### src/rtl/wb_fifo_responder.sv
// Wishbone classic responder: CTRL/STAT/DATA/THR registers around a small FIFO, with wait states and a level irq.
// Define WB_RESP_ERR_EN to add err_o, which terminates push-when-full and pop-when-empty instead of ack_o.
module wb_fifo_responder #(
    parameter int ADDR_WIDTH  = 2,
    parameter int DATA_WIDTH  = 8,
    parameter int FIFO_DEPTH  = 8,
    parameter int WAIT_STATES = 0
) (
    input  logic                  clk_i,
    input  logic                  rst_i,
    input  logic                  cyc_i,
    input  logic                  stb_i,
    input  logic                  we_i,
    input  logic [ADDR_WIDTH-1:0] adr_i,
    input  logic [DATA_WIDTH-1:0] dat_i,
    output logic [DATA_WIDTH-1:0] dat_o,
    output logic                  ack_o,
    output logic                  irq_o
`ifdef WB_RESP_ERR_EN
    ,
    output logic                  err_o
`endif
);

    localparam int PW = (FIFO_DEPTH > 1) ? $clog2(FIFO_DEPTH) : 1;
    localparam int CW = $clog2(FIFO_DEPTH) + 1;
    localparam logic [3:0] LAST_WAIT = 4'(WAIT_STATES - 1);

    typedef enum logic [1:0] {S_IDLE, S_WAIT, S_ACK} state_t;

    state_t                state;
    logic [3:0]            wait_cnt;
    logic                  ctrl_en;
    logic                  ctrl_irq_en;
    logic [3:0]            thr;
    logic                  ovf;
    logic                  udf;
    logic [PW-1:0]         wr_ptr;
    logic [PW-1:0]         rd_ptr;
    logic [CW-1:0]         count;
    logic [DATA_WIDTH-1:0] mem [FIFO_DEPTH];

    logic                  req;
    logic                  fire;
    logic                  term_err;
    logic                  is_ctrl, is_stat, is_data, is_thr;
    logic                  full, empty;
    logic                  do_push, do_pop, set_ovf, set_udf;
    logic [3:0]            count4;
    logic                  irq_cond;
    logic [DATA_WIDTH-1:0] rd_data;

    assign req     = cyc_i & stb_i;
    // The terminating edge: immediately from IDLE when there are no wait states, else after the last wait edge.
    assign fire    = req & (((state == S_IDLE) && (WAIT_STATES == 0)) ||
                            ((state == S_WAIT) && (wait_cnt == LAST_WAIT)));

    assign is_ctrl = (adr_i[1:0] == 2'd0);
    assign is_stat = (adr_i[1:0] == 2'd1);
    assign is_data = (adr_i[1:0] == 2'd2);
    assign is_thr  = (adr_i[1:0] == 2'd3);

    assign count4  = 4'(count);
    assign full    = (count == CW'(FIFO_DEPTH));
    assign empty   = (count == '0);

    assign do_push = fire &  we_i & is_data & ctrl_en & ~full;
    assign do_pop  = fire & ~we_i & is_data & ctrl_en & ~empty;
    assign set_ovf = fire &  we_i & is_data & ctrl_en &  full;
    assign set_udf = fire & ~we_i & is_data & ctrl_en &  empty;

`ifdef WB_RESP_ERR_EN
    assign term_err = set_ovf | set_udf;
`else
    assign term_err = 1'b0;
`endif

    assign irq_cond = ctrl_irq_en & ctrl_en & (((thr != 4'd0) && (count4 >= thr)) | ovf);

    always_comb begin
        rd_data = '0;
        case (adr_i[1:0])
            2'd0:    rd_data = DATA_WIDTH'({ctrl_en, ctrl_irq_en, 6'b0});
            2'd1:    rd_data = DATA_WIDTH'({full, empty, ovf, udf, count4});
            2'd2:    if (ctrl_en && !empty) rd_data = mem[rd_ptr];
            default: rd_data = DATA_WIDTH'({4'b0, thr});
        endcase
    end

    always_ff @(posedge clk_i or negedge rst_i) begin
        if (!rst_i) begin
            state    <= S_IDLE;
            wait_cnt <= 4'd0;
            ack_o    <= 1'b0;
            dat_o    <= '0;
`ifdef WB_RESP_ERR_EN
            err_o    <= 1'b0;
`endif
        end else begin
            ack_o <= fire & ~term_err;
            dat_o <= (fire & ~term_err & ~we_i) ? rd_data : '0;
`ifdef WB_RESP_ERR_EN
            err_o <= fire & term_err;
`endif
            case (state)
                S_IDLE: begin
                    wait_cnt <= 4'd0;
                    if (req && (WAIT_STATES != 0)) state <= S_WAIT;
                end
                S_WAIT: begin
                    if (!req) state <= S_IDLE;
                    else      wait_cnt <= wait_cnt + 4'd1;
                end
                default: state <= S_IDLE;
            endcase
            if (fire) state <= S_ACK;
        end
    end

    always_ff @(posedge clk_i or negedge rst_i) begin
        if (!rst_i) begin
            ctrl_en     <= 1'b0;
            ctrl_irq_en <= 1'b0;
            thr         <= 4'd0;
            ovf         <= 1'b0;
            udf         <= 1'b0;
            wr_ptr      <= '0;
            rd_ptr      <= '0;
            count       <= '0;
            irq_o       <= 1'b0;
        end else begin
            irq_o <= irq_cond;
            if (fire && we_i && is_ctrl) begin
                ctrl_en     <= dat_i[7];
                ctrl_irq_en <= dat_i[6];
            end
            if (fire && we_i && is_thr) thr <= dat_i[3:0];
            if (fire && we_i && is_stat && dat_i[5]) ovf <= 1'b0;
            if (fire && we_i && is_stat && dat_i[4]) udf <= 1'b0;
            if (set_ovf) ovf <= 1'b1;
            if (set_udf) udf <= 1'b1;

            if (fire && we_i && is_ctrl && dat_i[0]) begin
                wr_ptr <= '0;
                rd_ptr <= '0;
                count  <= '0;
            end else if (do_push) begin
                wr_ptr <= wr_ptr + 1'b1;
                count  <= count + 1'b1;
            end else if (do_pop) begin
                rd_ptr <= rd_ptr + 1'b1;
                count  <= count - 1'b1;
            end
        end
    end

    // FIFO storage carries data only, so it has no reset.
    always_ff @(posedge clk_i) begin
        if (do_push) mem[wr_ptr] <= dat_i;
    end

endmodule

### config.mk
export PLATFORM = sky130hd
export DESIGN_NAME = wb_fifo_responder
export DESIGN_NICKNAME = d
export VERILOG_FILES = /design/src/rtl/wb_fifo_responder.sv
export SDC_FILE = /design/constraint.sdc
export NUM_CORES = 1
export LEC_CHECK = 0
export CORE_UTILIZATION = 48
export CTS_CLUSTER_SIZE = 12
export DETAILED_ROUTE_END_ITERATION = 8
export PLACE_DENSITY = 0.69
export RECOVER_POWER = 50
export SLEW_MARGIN = 20
export SYNTH_ARGS = -nofsm -noshare
export SYNTH_HDL_FRONTEND = slang
export SYNTH_SLANG_ARGS = --single-unit
### constraint.sdc
create_clock -name clk_i -period 2.28 [get_ports clk_i]
set_input_delay 0.228 -clock clk_i [delete_from_list [all_inputs] [get_ports clk_i]]
set_output_delay 0.228 -clock clk_i [all_outputs]
set_load 0.01 [all_outputs]
**Word-level counts from Yosys, hierarchy flattened**

Memories as Yosys holds them, arrays and structs flattened.
Index checks and enable logic that the tools add are counted.

- Output and inout port bits: 10
- Input bits: 15
- RAM bits: 64
- Memories: 1
- Flip-flop bits (word level): 34

Memories:

| name | words | bits a word | read ports | clocked after memory_dff | wr ports | RTL line | text |
|---|---|---|---|---|---|---|---|
| mem | 8 | 8 | 1 | 0 | 1 | 41 | `logic [DATA_WIDTH-1:0] mem [FIFO_DEPTH];` |

- Bitwise operators: 18
- Muxes and demuxes: 22
- Order comparisons: 1
- Add/subtract/negate cells: 5
- Equal/unequal tests: 10
- Reductions and logical operators: 25

Operator list:

| cell | count |
|---|---|
| one-hot mux 8 bit (3 select lines) | 1 |
| two-way mux 4 bit | 4 |
| two-way mux 8 bit | 2 |
| two-way mux 3 bit | 5 |
| AND 1 bit | 14 |
| logical AND 1 bit | 10 |
| nonzero test 2 bit | 5 |
| adder 4 x 1 -> 4 bit, second input constant | 2 |
| == test 4 bit, second input constant | 2 |
| one-hot mux 4 bit (2 select lines) | 1 |
| adder 3 x 1 -> 3 bit, second input constant | 2 |
| two-way mux 1 bit | 6 |
| AND reduction 2 bit | 3 |
| == test 2 x 1 -> 1 bit, second input constant | 2 |
| == test 2 bit, second input constant | 2 |
| >= comparator 4 bit | 1 |
| logical NOT 2 bit | 2 |
| logical NOT 4 bit | 1 |
| two-way mux 2 bit | 2 |
| inequality test 2 bit, second input constant | 2 |
| one-hot mux 2 bit (2 select lines) | 1 |
| nonzero test 4 bit | 1 |
| subtractor 4 x 1 -> 4 bit, second input constant | 1 |
| inequality test 3 bit, second input constant | 1 |
| 6 further kinds | 8 |

**Longest topological paths before layout**

Gate-level depths: netlist of run 1.

- Depth in word-level cells: 11
- Gate-level depth with buffers: 9
- Mapped depth without buffers: 8

**Worst setup path before layout of run 1**

OpenSTA, ideal clock, no wires.

- Path type: reg-to-reg
- Start point: register state[1]
- End point: memory mem[4][0], enable pin
- Data arrival time: 1.942 ns
- Required time: 1.882 ns
- Stages on the path, launching flop included: 4
- Slack: -0.059 ns
- Cells stage by stage: dfrtp_1 nand4b_1 a211o_4 nor4b_1

- Longest elaborated chain between the ends: 10
- Elaborated cells between the ends (all ways): 11
- Classes of those cells: eq/ne: 1; mux: 2; bitwise: 5; reduce/logical: 3

Ends and longest elaborated chain:

| element | RTL line | text |
|---|---|---|
| from (decl) | 31 | `state_t state;` |
| from (signal assigned) | 92 | `state <= S_IDLE;` |
| from (signal assigned) | 108 | `if (req && (WAIT_STATES != 0)) state <= S_WAIT;` |
| from (signal assigned) | 111 | `if (!req) state <= S_IDLE;` |
| == test 2 x 1 -> 1 bit | 56 | `((state == S_WAIT) && (wait_cnt == LAST_WAIT)));` |
| logical AND 1 bit | 56 |  |
| logical OR 1 bit * | 55 | `assign fire = req & (((state == S_IDLE) && (WAIT_STATES == 0)) \|\|` |
| AND 1 bit * | 55 |  |
| AND 1 bit * (4 in series) | 67 | `assign do_push = fire & we_i & is_data & ctrl_en & ~full;` |
| two-way mux 1 bit * | 159 | `if (do_push) mem[wr_ptr] <= dat_i;` |
| two-way mux 1 bit (not written as such) * | 159 |  |
| to (decl) | 41 |  |

Every way passes the cells marked *; elsewhere a longest branch is shown, timed or not.

**Worst setup path after layout of run 1**

- Start point: register state[1]
- End point: register count[3]

- Longest elaborated chain between the ends: 10
- Elaborated cells between the ends (all ways): 19
- Classes of those cells: eq/ne: 1; mux: 2; bitwise: 9; reduce/logical: 7

Ends and longest elaborated chain:

| element | RTL line | text |
|---|---|---|
| == test 2 x 1 -> 1 bit | 56 |  |
| logical AND 1 bit | 56 |  |
| logical OR 1 bit * | 55 |  |
| AND 1 bit * | 55 |  |
| AND 1 bit (4 in series) | 67 |  |
| two-way mux 4 bit | 147 | `end else if (do_push) begin` |
| two-way mux 4 bit | 143 | `if (fire && we_i && is_ctrl && dat_i[0]) begin` |
| to (signal assigned) | 149 | `count <= count + 1'b1;` |
| to (signal assigned) | 152 | `count <= count - 1'b1;` |
| to (decl) | 40 | `logic [CW-1:0] count;` |

Marks and branches as above.
A chain may end at the register's enable or synchronous reset.

==> results of run 1 <==
==> per-layer routing <==
| metal | vias to the layer above | share of wire, % | track usage, % | routed length [µm] |
|---|---|---|---|---|
| met5 | - | 0 | 0 | 0 |
| met4 | 0 | 1.4 | 7.31 | 113 |
| met3 | 9 | 3.3 | 3.20 | 260 |
| met2 | 49 | 48 | 31.4 | 3760 |
| met1 | 1149 | 47 | 29.0 | 3680 |
| li1 | 1059 | - | - | - |
==> metrics by stage <==
stage | setup TNS (ns) | util, %
floorplan | 0 | -
global placement | -0.912 | 58.4
detailed placement | -1.46 | 58.4
CTS | 0 | 61.2
global route | -0.0125 | 61.5
finish | 0 | 61.5
==> layout by cell type, fill, tap and decap left out, types with 5 or more instances in the layout <==
cell type / instances
clkdlybuf4s50_1: 15
clkbuf_8: 10
dlygate4sd3_1: 9
xnor2_1: 6
nor2_1: 17
a21oi_1: 5
mux2i_1: 13
ha_1: 7
o21ai_0: 7
buf_4: 33
nand2_1: 19
dfrtp_1: 29
mux4_2: 16
edfxtp_1: 64
inv_1: 8
==> cells in the mapped netlist (2+ instances only) <==
cell type,count,area share (%)
xnor2_1,6,1.3
o22ai_1,4,0.63
nand2b_1,3,0.48
mux4_2,16,9.1
nand3_1,2,0.25
inv_1,8,0.76
nor2_1,17,1.6
edfxtp_1,64,49
nor4b_1,2,0.44
dfrtp_1,29,18
nor3b_1,2,0.38
clkbuf_1,2,0.19
o21ai_0,7,0.89
buf_2,5,0.63
ha_1,8,2.5
xor2_1,2,0.44
mux2_2,3,0.86
nor4_1,3,0.48
nand2_1,19,1.8
a21oi_1,7,0.89
a22o_1,2,0.44
nor3_1,5,0.63
mux2i_1,13,3.3
==> cells by family (layout without fill, tap and decap cells) <==
family,count (synthesis),in the layout
compound gates,26,26
xor+xnor,8,8
fa+ha+maj,9,9
buf+inv,18,85
flops,93,93
mux,32,32
simple gates,61,61
==> power by group through the flow <==
| stage | Combinational, W | Clock (W) | Sequential [W] |
|---|---|---|---|
| CTS | 0.000847 | 0.00119 | 0.00197 |
| floorplan | 0.000490 | 0 | 0.00201 |
| global route | 0.000954 | 0.00126 | 0.00198 |
| finish | 0.000864 | 0.00119 | 0.00197 |
| detailed placement | 0.000843 | 0 | 0.00200 |
| global placement | 0.000827 | 0 | 0.00200 |
==> worst max-delay path: stages, from the launching register on <==
cell and delay [ns]:
dfrtp_1 0.40, nand4b_1 0.22, a211o_4 0.32, buf_4 0.15, ha_1 0.30, a21oi_2 0.16
xnor2_1 0.08, or3_1 0.33, a21oi_2 0.13
==> layout make-up <==
type | count | area, µm² | area share [%]
Clock buffer | 14 | 181 | 3.76
Clock inverter | 2 | 38.8 | 0.804
Inverter | 9 | 38.8 | 0.804
Multi-Input combinational cell | 136 | 1260 | 26.1
Sequential cell | 93 | 2650 | 54.8
Tap cell | 102 | 128 | 2.64
Timing Repair Buffer | 60 | 532 | 11.0
==> state kept, by name, summed over array words and instances (netlist names), 3 cells and up <==
signal / flops
mem: 64
dat_o: 8
count: 4
thr: 4
rd_ptr: 3
wr_ptr: 3
==> worst max path at each step <==
| stage | from | end | slack, ns |
|---|---|---|---|
| after detailed placement | cyc_i | count[3]$_DFFE_PN0P_ | -0.13 |
| after global placement | cyc_i | count[3]$_DFFE_PN0P_ | -0.1 |
| after global routing | state[1]$_DFFE_PN0P_ | mem[3][7]$_DFFE_PP_ | -0.007 |
| after CTS | count[1]$_DFFE_PN0P_ | count[3]$_DFFE_PN0P_ | 0.04 |
| final | state[1]$_DFFE_PN0P_ | count[3]$_DFFE_PN0P_ | 0.12 |
| after floorplan | count[1]$_DFFE_PN0P_ | count[3]$_DFFE_PN0P_ | 0.03 |
==> impl_metrics.py, run 1 <==
metrics = {
    "synth": {
        "synth-edff-count": 64,
        "postSynthAreaPerCell_um2": 16.0,
        "synthSimpleGateAreaFrac_pct": 8.14,
        "synth_cells": 247,
        "synth_mux_area_share_pct": 13.3,
        "ys.flop_type": "edfxtp_1",
        "synth_top_family_by_area": "multiplexers",
        "synth_compound_area_share_pct": 4.47,
        "synth_seq_area_share_pct": 67.0,
        "synth_warnings": 0,
        "synth.ff_latch_count": 93,
        "syn_nets": 271,
        "netlist_area_mm2": 0.00395,
        "synthAdderAreaFrac_pct": 3.04,
        "ys_async_sr_fraction_pct": 31.2,
        "synth_cell_types": 41,
        "synthXorXnorAreaFrac_pct": 1.77,
    },
    "worst_setup_path": {
        "crit_required_ns": 2.56,
        "reg2regPathDepth": 8,
        "crit_path_start_kind": "flip-flop",
        "worstSetupPathType": "reg -> reg",
        "arrival_ns": 2.44,
        "crit_path_end_kind": "flip-flop",
        "worst_r2r_startpoint": "state[1]$_DFFE_PN0P_",
        "regToRegEndpoint": "count[3]$_DFFE_PN0P_",
        "rrSetupSlack_ns": 0.12,
        "crit_fanout": 3,
    },
    "clock_tree": {
        "cts.sinks": 93,
        "clock-root-buffer": "clkbuf_8",
        "cts.reportedPaths.clkPinSlew_ns": 0.09,
        "cts_tree": "yes",
        "cts.htree.levels": 3,
        "postCtsHoldBufs": 0,
        "cts_buffers": 9,
        "worstSkewPairLatency_ns": 0.35,
        "cts-resized-gates": 0,
        "clock_path_buffers": 2,
        "post_cts.repair.setup_buffers": 0,
    },
    "floorplan": {
        "die_area_mm2": 0.00860,
        "die_w_um": 92.7,
        "fp.dieH_um": 92.7,
        "core_area_mm2": 0.00785,
        "rows": 32,
        "boundaryPins": 25,
        "start_util_pct": 50.3,
    },
    "power": {
        "p_comb_share_pct": 21.5,
        "clkPwrFrac_pct": 29.5,
        "ir_worst_vdd_mv": 0.358,
        "power_density_mw_per_mm2": 833,
        "p_seq_share_pct": 49.0,
        "switching_share_pct": 26.2,
        "p_int_w": 0.00297,
        "total_power_w": 0.00402,
        "switching_power_w": 0.00105,
        "leakage_nw": 1.77,
    },
    "place": {
        "portBuffers": 24,
        "pre_cts_slack_ns": -0.134,
        "dpl.hpwl_um": 5400,
        "dpl-instance-area_mm2": 0.00458,
        "dpl.cell_count": 400,
        "gp_congestion": 0.793,
    },
    "outcome": {
        "violations": "max-capacitance violations, max-slew violations",
        "status": "finished with violations",
    },
    "global_routing": {
        "grt_usage_pct": 20.2,
        "grt_first_pass_wirelength_um": 12500,
        "grt-ovfl-total": 0,
        "grt_max_degree": 30,
        "first_global_vias": 2344,
        "antenna_found_initial": 0,
    },
    "layout": {
        "drive_gt1_share_pct": 26.1,
        "instances_no_fill": 416,
        "antenna_cells": 0,
        "area_delta_synth_final_pct": 22.2,
        "design_area_mm2": 0.00483,
        "nets": 333,
        "layout.filler_cells": 624,
    },
    "hold_path": {
        "worstHoldPathType": "reg -> reg",
        "hold_depth": 2,
        "worstHoldStart": "udf$_DFFE_PN0P_",
        "worstHoldEndpoint": "dat_o[4]$_DFF_PN0_",
    },
    "sta": {
        "clock_skew_ns": 0.0117,
        "timing.final.ws_setup_ns": 0.120,
        "tightest_slew_ns": 1.57,
        "maxSlewHeadroom_pct": -4.94,
        "period_share_pct": 94.7,
        "worst_hold_slack_ns": 0.498,
        "hold_viol_final": 0,
        "max_freq_mhz": 463,
        "setup_viol": 0,
        "min_period_ns": 2.16,
        "grt_setup_unrepaired": "yes",
        "slew_viol_final": 30,
    },
    "detailed_routing": {
        "wire_per_inst_um": 18.8,
        "via_per_inst": 5.45,
        "drc_errors": 0,
        "routed_wl_um": 7810,
        "ant_nets": 0,
        "route.vias.total": 2266,
        "drt_iter0_drc": 144,
        "firstDrtPassIters": 4,
    },
    "flow_run": {
        "max_cap_viol_count": 1,
    },
}
(Power assumes the default switching activity.)
==> run 2: changes to the inputs <==
--- a/config.mk
+++ b/config.mk
@@ -5,10 +5,11 @@
 export SDC_FILE = /design/constraint.sdc
 export NUM_CORES = 1
 export LEC_CHECK = 0
-export CORE_UTILIZATION = 48
+export CORE_ASPECT_RATIO = 1.75
+export CORE_UTILIZATION = 50
 export CTS_CLUSTER_SIZE = 12
 export DETAILED_ROUTE_END_ITERATION = 8
-export PLACE_DENSITY = 0.69
+export PLACE_DENSITY = 0.72
 export RECOVER_POWER = 50
 export SLEW_MARGIN = 20
 export SYNTH_ARGS = -nofsm -noshare
==> run 2 against run 1 <==
The flow still finishes with violations (max-capacitance violations, max-slew violations). Non-clock buffer count fell by 1. Cell count fell by 3.6%. Clock skew fell by 0.0040 ns.
==> impl_metrics.py, run 2 (synthesis results as in run 1) <==
metrics = {
    "layout": {
        "nets": 332,
        "area_delta_synth_final_pct": 22.5,
        "largest_reg_flops": 64,
        "drive_gt1_share_pct": 23.0,
        "layout.filler_cells": 561,
        "top_register": "mem",
        "largest_registers": "mem: 64 flops, dat_o: 8 flops",
        "most-common-layout-cells": "edfxtp_1, buf_4, dfrtp_1, nand2_1, nor2_1",
        "final_common_cell": "edfxtp_1",
        "antenna_cells": 0,
        "design_area_mm2": 0.00484,
    },
    "sta": {
        "max_freq_mhz": 469,
        "maxSlewHeadroom_pct": -6.50,
        "clock_skew_ns": 0.00766,
        "timing.final.ws_setup_ns": 0.148,
        "period_share_pct": 93.5,
        "grt_setup_unrepaired": "no",
        "min_period_ns": 2.13,
        "setup_tns_ns": 0,
        "tightest_slew_ns": 1.60,
        "setup_viol": 0,
        "hold_viol_final": 0,
        "slew_viol_final": 30,
    },
    "clock_tree": {
        "cts_buffers": 9,
        "cts_tree": "yes",
        "post_cts.repair.setup_buffers": 0,
        "clock-root-buffer": "clkbuf_16",
        "cts.htree.levels": 3,
        "cts-resized-gates": 0,
        "worstSkewPairLatency_ns": 0.34,
        "cts.reportedPaths.clkPinSlew_ns": 0.06,
        "postCtsHoldBufs": 0,
        "clock_path_buffers": 2,
        "cts.sinks": 93,
    },
    "outcome": {
        "status": "finished with violations",
        "violations": "max-capacitance violations, max-slew violations",
    },
    "detailed_routing": {
        "drc_errors": 0,
        "wire_per_inst_um": 19.8,
        "route.vias.total": 2246,
        "drt_iter0_drc": 88,
        "routed_wl_um": 7930,
        "ant_nets": 0,
        "via_per_inst": 5.60,
        "firstDrtPassIters": 4,
    },
    "floorplan": {
        "fp.dieH_um": 120,
        "rows": 42,
        "start_util_pct": 51.8,
        "die_area_mm2": 0.00827,
        "die_w_um": 69.2,
        "boundaryPins": 25,
        "core_area_mm2": 0.00762,
    },
    "place": {
        "dpl.hpwl_um": 5620,
        "dpl-instance-area_mm2": 0.00454,
        "portBuffers": 24,
        "pre_cts_slack_ns": -0.155,
        "gp_congestion": 0.835,
    },
    "hold_path": {
        "worstHoldPathType": "reg -> reg",
    },
    "global_routing": {
        "grt_first_pass_wirelength_um": 12600,
        "grt-ovfl-total": 0,
        "grt_max_degree": 30,
        "antenna_found_initial": 0,
        "grt_usage_pct": 21.2,
        "first_global_vias": 2407,
    },
    "worst_setup_path": {
        "crit_required_ns": 2.55,
        "crit_fanout": 3,
        "worstSetupPathType": "reg -> reg",
        "arrival_ns": 2.40,
        "crit_path_start_kind": "flip-flop",
        "crit_path_end_kind": "flip-flop",
    },
    "power": {
        "power_density_mw_per_mm2": 889,
        "ir_worst_vdd_mv": 0.556,
        "total_power_w": 0.00430,
        "leakage_nw": 1.78,
    },
    "flow_run": {
        "max_cap_viol_count": 1,
    },
}
==> run 2: changes by cell type in the layout (fill, tap and decap cells not counted), sizes merged <==
cell | before | now
inv | 10 | 9
buf | 35 | 33
clkbuf | 15 | 17
==> run 2: area by class of cell <==
class | count | area (µm²) | share of cell area [%]
Sequential cell | 93 | 2650 | 54.7
Inverter | 9 | 38.8 | 0.802
Tap cell | 88 | 110 | 2.28
Multi-Input combinational cell | 136 | 1220 | 25.3
Clock buffer | 15 | 278 | 5.74
Clock inverter | 1 | 30.0 | 0.621
Timing Repair Buffer | 59 | 508 | 10.5
==> run 2: power by group <==
part	internal (W)	switching [W]	leakage (nW)	total, W
Sequential	0.00190	0.0000716	0.962	0.00197
Combinational	0.000427	0.000405	0.673	0.000832
Clock	0.000940	0.000563	0.150	0.00150
==> run 2: critical path, cell delays in order, from the launching register on <==
cell,delay (ns)
dfrtp_1,0.38
nand4b_1,0.21
a211o_4,0.31
ha_1,0.28
a21o_1,0.17
a21oi_1,0.16
xnor2_1,0.09
or3_1,0.31
a21oi_1,0.14
==> run 2: routing by layer <==
metal / vias to the layer above / track usage, % / routed length, µm
met3: 17 / 5.04 / 221
met4: 0 / 10.6 / 264
met1: 1124 / 23.6 / 3070
met5: - / 0 / 0
met2: 45 / 37.4 / 4370
li1: 1060 / - / -
==> run 2: final timing paths <==
kind	from	to	slack (ns)	cells after the start
setup / recovery	state[1]$_DFFE_PN0P_	count[3]$_DFFE_PN0P_	0.15	8
hold / removal	udf$_DFFE_PN0P_	dat_o[4]$_DFF_PN0_	0.51	2
setup reg to reg	state[1]$_DFFE_PN0P_	count[3]$_DFFE_PN0P_	0.15	8
hold reg to reg	udf$_DFFE_PN0P_	dat_o[4]$_DFF_PN0_	0.51	2
max in group asynchronous	rst_i	ctrl_en$_DFFE_PN0P_	0.53	2
min in group asynchronous	rst_i	udf$_DFFE_PN0P_	0.82	2
==> run 2: per-stage QoR <==
step	hold slack (ns)	cells	utilization, %
final	0.512	401	63.5
after global routing	0.534	401	63.5
after CTS	0.277	401	63.6
after detailed placement	0.494	385	59.5
after global placement	0.490	385	59.5
after floorplan	-0.0676	247	-
==> run 3: changes to the inputs <==
--- a/config.mk
+++ b/config.mk
@@ -9,6 +9,7 @@
 export CORE_UTILIZATION = 50
 export CTS_CLUSTER_SIZE = 12
 export DETAILED_ROUTE_END_ITERATION = 8
+export GPL_TIMING_DRIVEN = 0
 export PLACE_DENSITY = 0.72
 export RECOVER_POWER = 50
 export SLEW_MARGIN = 20
==> run 3 against run 2 <==
The flow still finishes with violations (max-capacitance violations, max-slew violations). Fmax fell by 4.4%. Global-route usage fell by 0.27 points. Count of clock-buffer cells in the layout fell by 3. Largest cell class unchanged. Largest power group unchanged.
==> impl_metrics.py, run 3 (synthesis results as in run 1) <==
metrics = {
    "worst_setup_path": {
        "rrSetupSlack_ns": 0.05,
        "crit_path_top_delay_cell": "nor2_2",
        "crit_path_start_kind": "flip-flop",
        "max_stage_delay_ns": 0.52,
        "crit_chain": "nand4b_1, a211o_4, buf_12, inv_6, nand2_1, nor2_2",
        "crit_required_ns": 2.26,
        "crit_path_end_kind": "flip-flop",
        "regToRegEndpoint": "mem[7][4]$_DFFE_PP_",
        "arrival_ns": 2.21,
        "crit_fanout": 8,
        "reg2regPathDepth": 6,
        "worstSetupPathType": "reg -> reg",
        "worst_r2r_startpoint": "state[1]$_DFFE_PN0P_",
        "crit_start": "state[1]$_DFFE_PN0P_",
    },
    "outcome": {
        "status": "finished with violations",
        "violations": "max-capacitance violations, max-slew violations",
    },
    "global_routing": {
        "grt-ovfl-total": 0,
        "grt_max_degree": 30,
        "antenna_found_initial": 0,
        "first_global_vias": 2382,
        "grt_usage_pct": 20.9,
        "grt_first_pass_wirelength_um": 12500,
    },
    "layout": {
        "nets": 314,
        "most-common-layout-cells": "edfxtp_1, dfrtp_1, nand2_1, mux4_2, nor2_1",
        "design_area_mm2": 0.00478,
        "antenna_cells": 0,
        "drive_gt1_share_pct": 22.7,
        "final_common_cell": "edfxtp_1",
        "area_delta_synth_final_pct": 20.9,
        "layout.filler_cells": 548,
        "largest_reg_flops": 64,
        "largest_registers": "mem: 64 flops, dat_o: 8 flops",
        "top_register": "mem",
    },
    "detailed_routing": {
        "routed_wl_um": 7850,
        "via_per_inst": 5.79,
        "drt_iter0_drc": 129,
        "firstDrtPassIters": 4,
        "ant_nets": 0,
        "route.vias.total": 2218,
        "drc_errors": 0,
        "wire_per_inst_um": 20.5,
    },
    "sta": {
        "max_freq_mhz": 448,
        "tightest_slew_ns": 1.55,
        "grt_setup_unrepaired": "yes",
        "slew_viol_final": 30,
        "clock_skew_ns": 0.00845,
        "period_share_pct": 97.8,
        "worst_hold_slack_ns": 0.225,
        "hold_viol_final": 0,
        "setup_viol": 0,
        "min_period_ns": 2.23,
        "maxSlewHeadroom_pct": -3.64,
        "setup_tns_ns": 0,
    },
    "floorplan": {
        "boundaryPins": 25,
        "fp.dieH_um": 120,
        "rows": 42,
        "die_area_mm2": 0.00827,
        "start_util_pct": 51.8,
        "die_w_um": 69.2,
        "core_area_mm2": 0.00762,
    },
    "hold_path": {
        "worstHoldPathType": "in -> reg",
        "worstHoldEndpoint": "dat_o[6]$_DFF_PN0_",
        "worstHoldStart": "adr_i[1]",
        "hold_depth": 2,
    },
    "clock_tree": {
        "clock-root-buffer": "clkbuf_16",
        "cts_buffers": 9,
        "cts.htree.levels": 3,
        "clock_path_buffers": 2,
        "cts.reportedPaths.clkPinSlew_ns": 0.06,
        "cts_tree": "yes",
        "cts.sinks": 93,
        "worstSkewPairLatency_ns": 0.34,
    },
    "power": {
        "ir_worst_vdd_mv": 0.463,
        "power_density_mw_per_mm2": 907,
        "leakage_nw": 1.71,
        "total_power_w": 0.00433,
    },
    "place": {
        "gp_congestion": 0.767,
        "dpl.hpwl_um": 5360,
        "dpl-instance-area_mm2": 0.00436,
        "portBuffers": 22,
    },
    "flow_run": {
        "max_cap_viol_count": 1,
    },
}
## run 3: power breakdown
group	switching, W	total [W]	leakage (nW)	internal [W]
Clock	0.000593	0.00158	0.155	0.000988
Combinational	0.000361	0.000721	0.598	0.000360
Sequential	0.000133	0.00203	0.956	0.00190
## run 3: per-layer routing
metal / vias up / track usage (%) / wire length, µm
met5: - / 0 / 0
met4: 0 / 15.3 / 316
met3: 22 / 2.77 / 189
met2: 51 / 36.0 / 4220
met1: 1118 / 23.5 / 3120
li1: 1027 / - / -
## run 3: worst max path at each step
stage	to	slack, ns	cells past startpoint
after floorplan	count[3]$_DFFE_PN0P_	0.03	8
after global placement	mem[0][5]$_DFFE_PP_	-1.18	4
after detailed placement	mem[7][4]$_DFFE_PP_	-0.65	6
after CTS	mem[5][7]$_DFFE_PP_	0.00005	7
after global routing	mem[3][4]$_DFFE_PP_	-0.04	7
final	mem[7][4]$_DFFE_PP_	0.05	6
## run 3: layout make-up
cell class	instances	area, µm²	area share (%)
Multi-Input combinational cell	136	1310	27.4
Clock inverter	4	70.1	1.47
Inverter	9	38.8	0.812
Timing Repair Buffer	32	300	6.29
Buffer	9	51.3	1.07
Tap cell	88	110	2.30
Clock buffer	12	246	5.16
Sequential cell	93	2650	55.5
## run 3: repair_timing
item | CTS | global route
resized for setup | 9 | 3
setup buffers | 4 | 1
hold buffers | 1 | 0
cloned | 0 | 0
setup endpoints to repair | 25 | 35
pin swaps | 3 | 3
hold endpoints to repair | 29 | 0
## run 3: through the flow
stage,utilization [%],instances,setup WS (ns)
after floorplan,-,247,0.0322
after global placement,56.3,357,-1.18
after detailed placement,57.2,361,-0.646
after CTS,62.4,382,0.0000537
after global routing,62.7,383,-0.0431
final,62.7,383,0.0491
## run 3: critical path: cells and delay by family (launching register included)
kind	cells	cell delay, ns
flip-flops	1	0.38
buffers and inverters	2	0.21
AND/OR/NAND/NOR	3	0.92
AO/OA/AOI/OAI	1	0.35
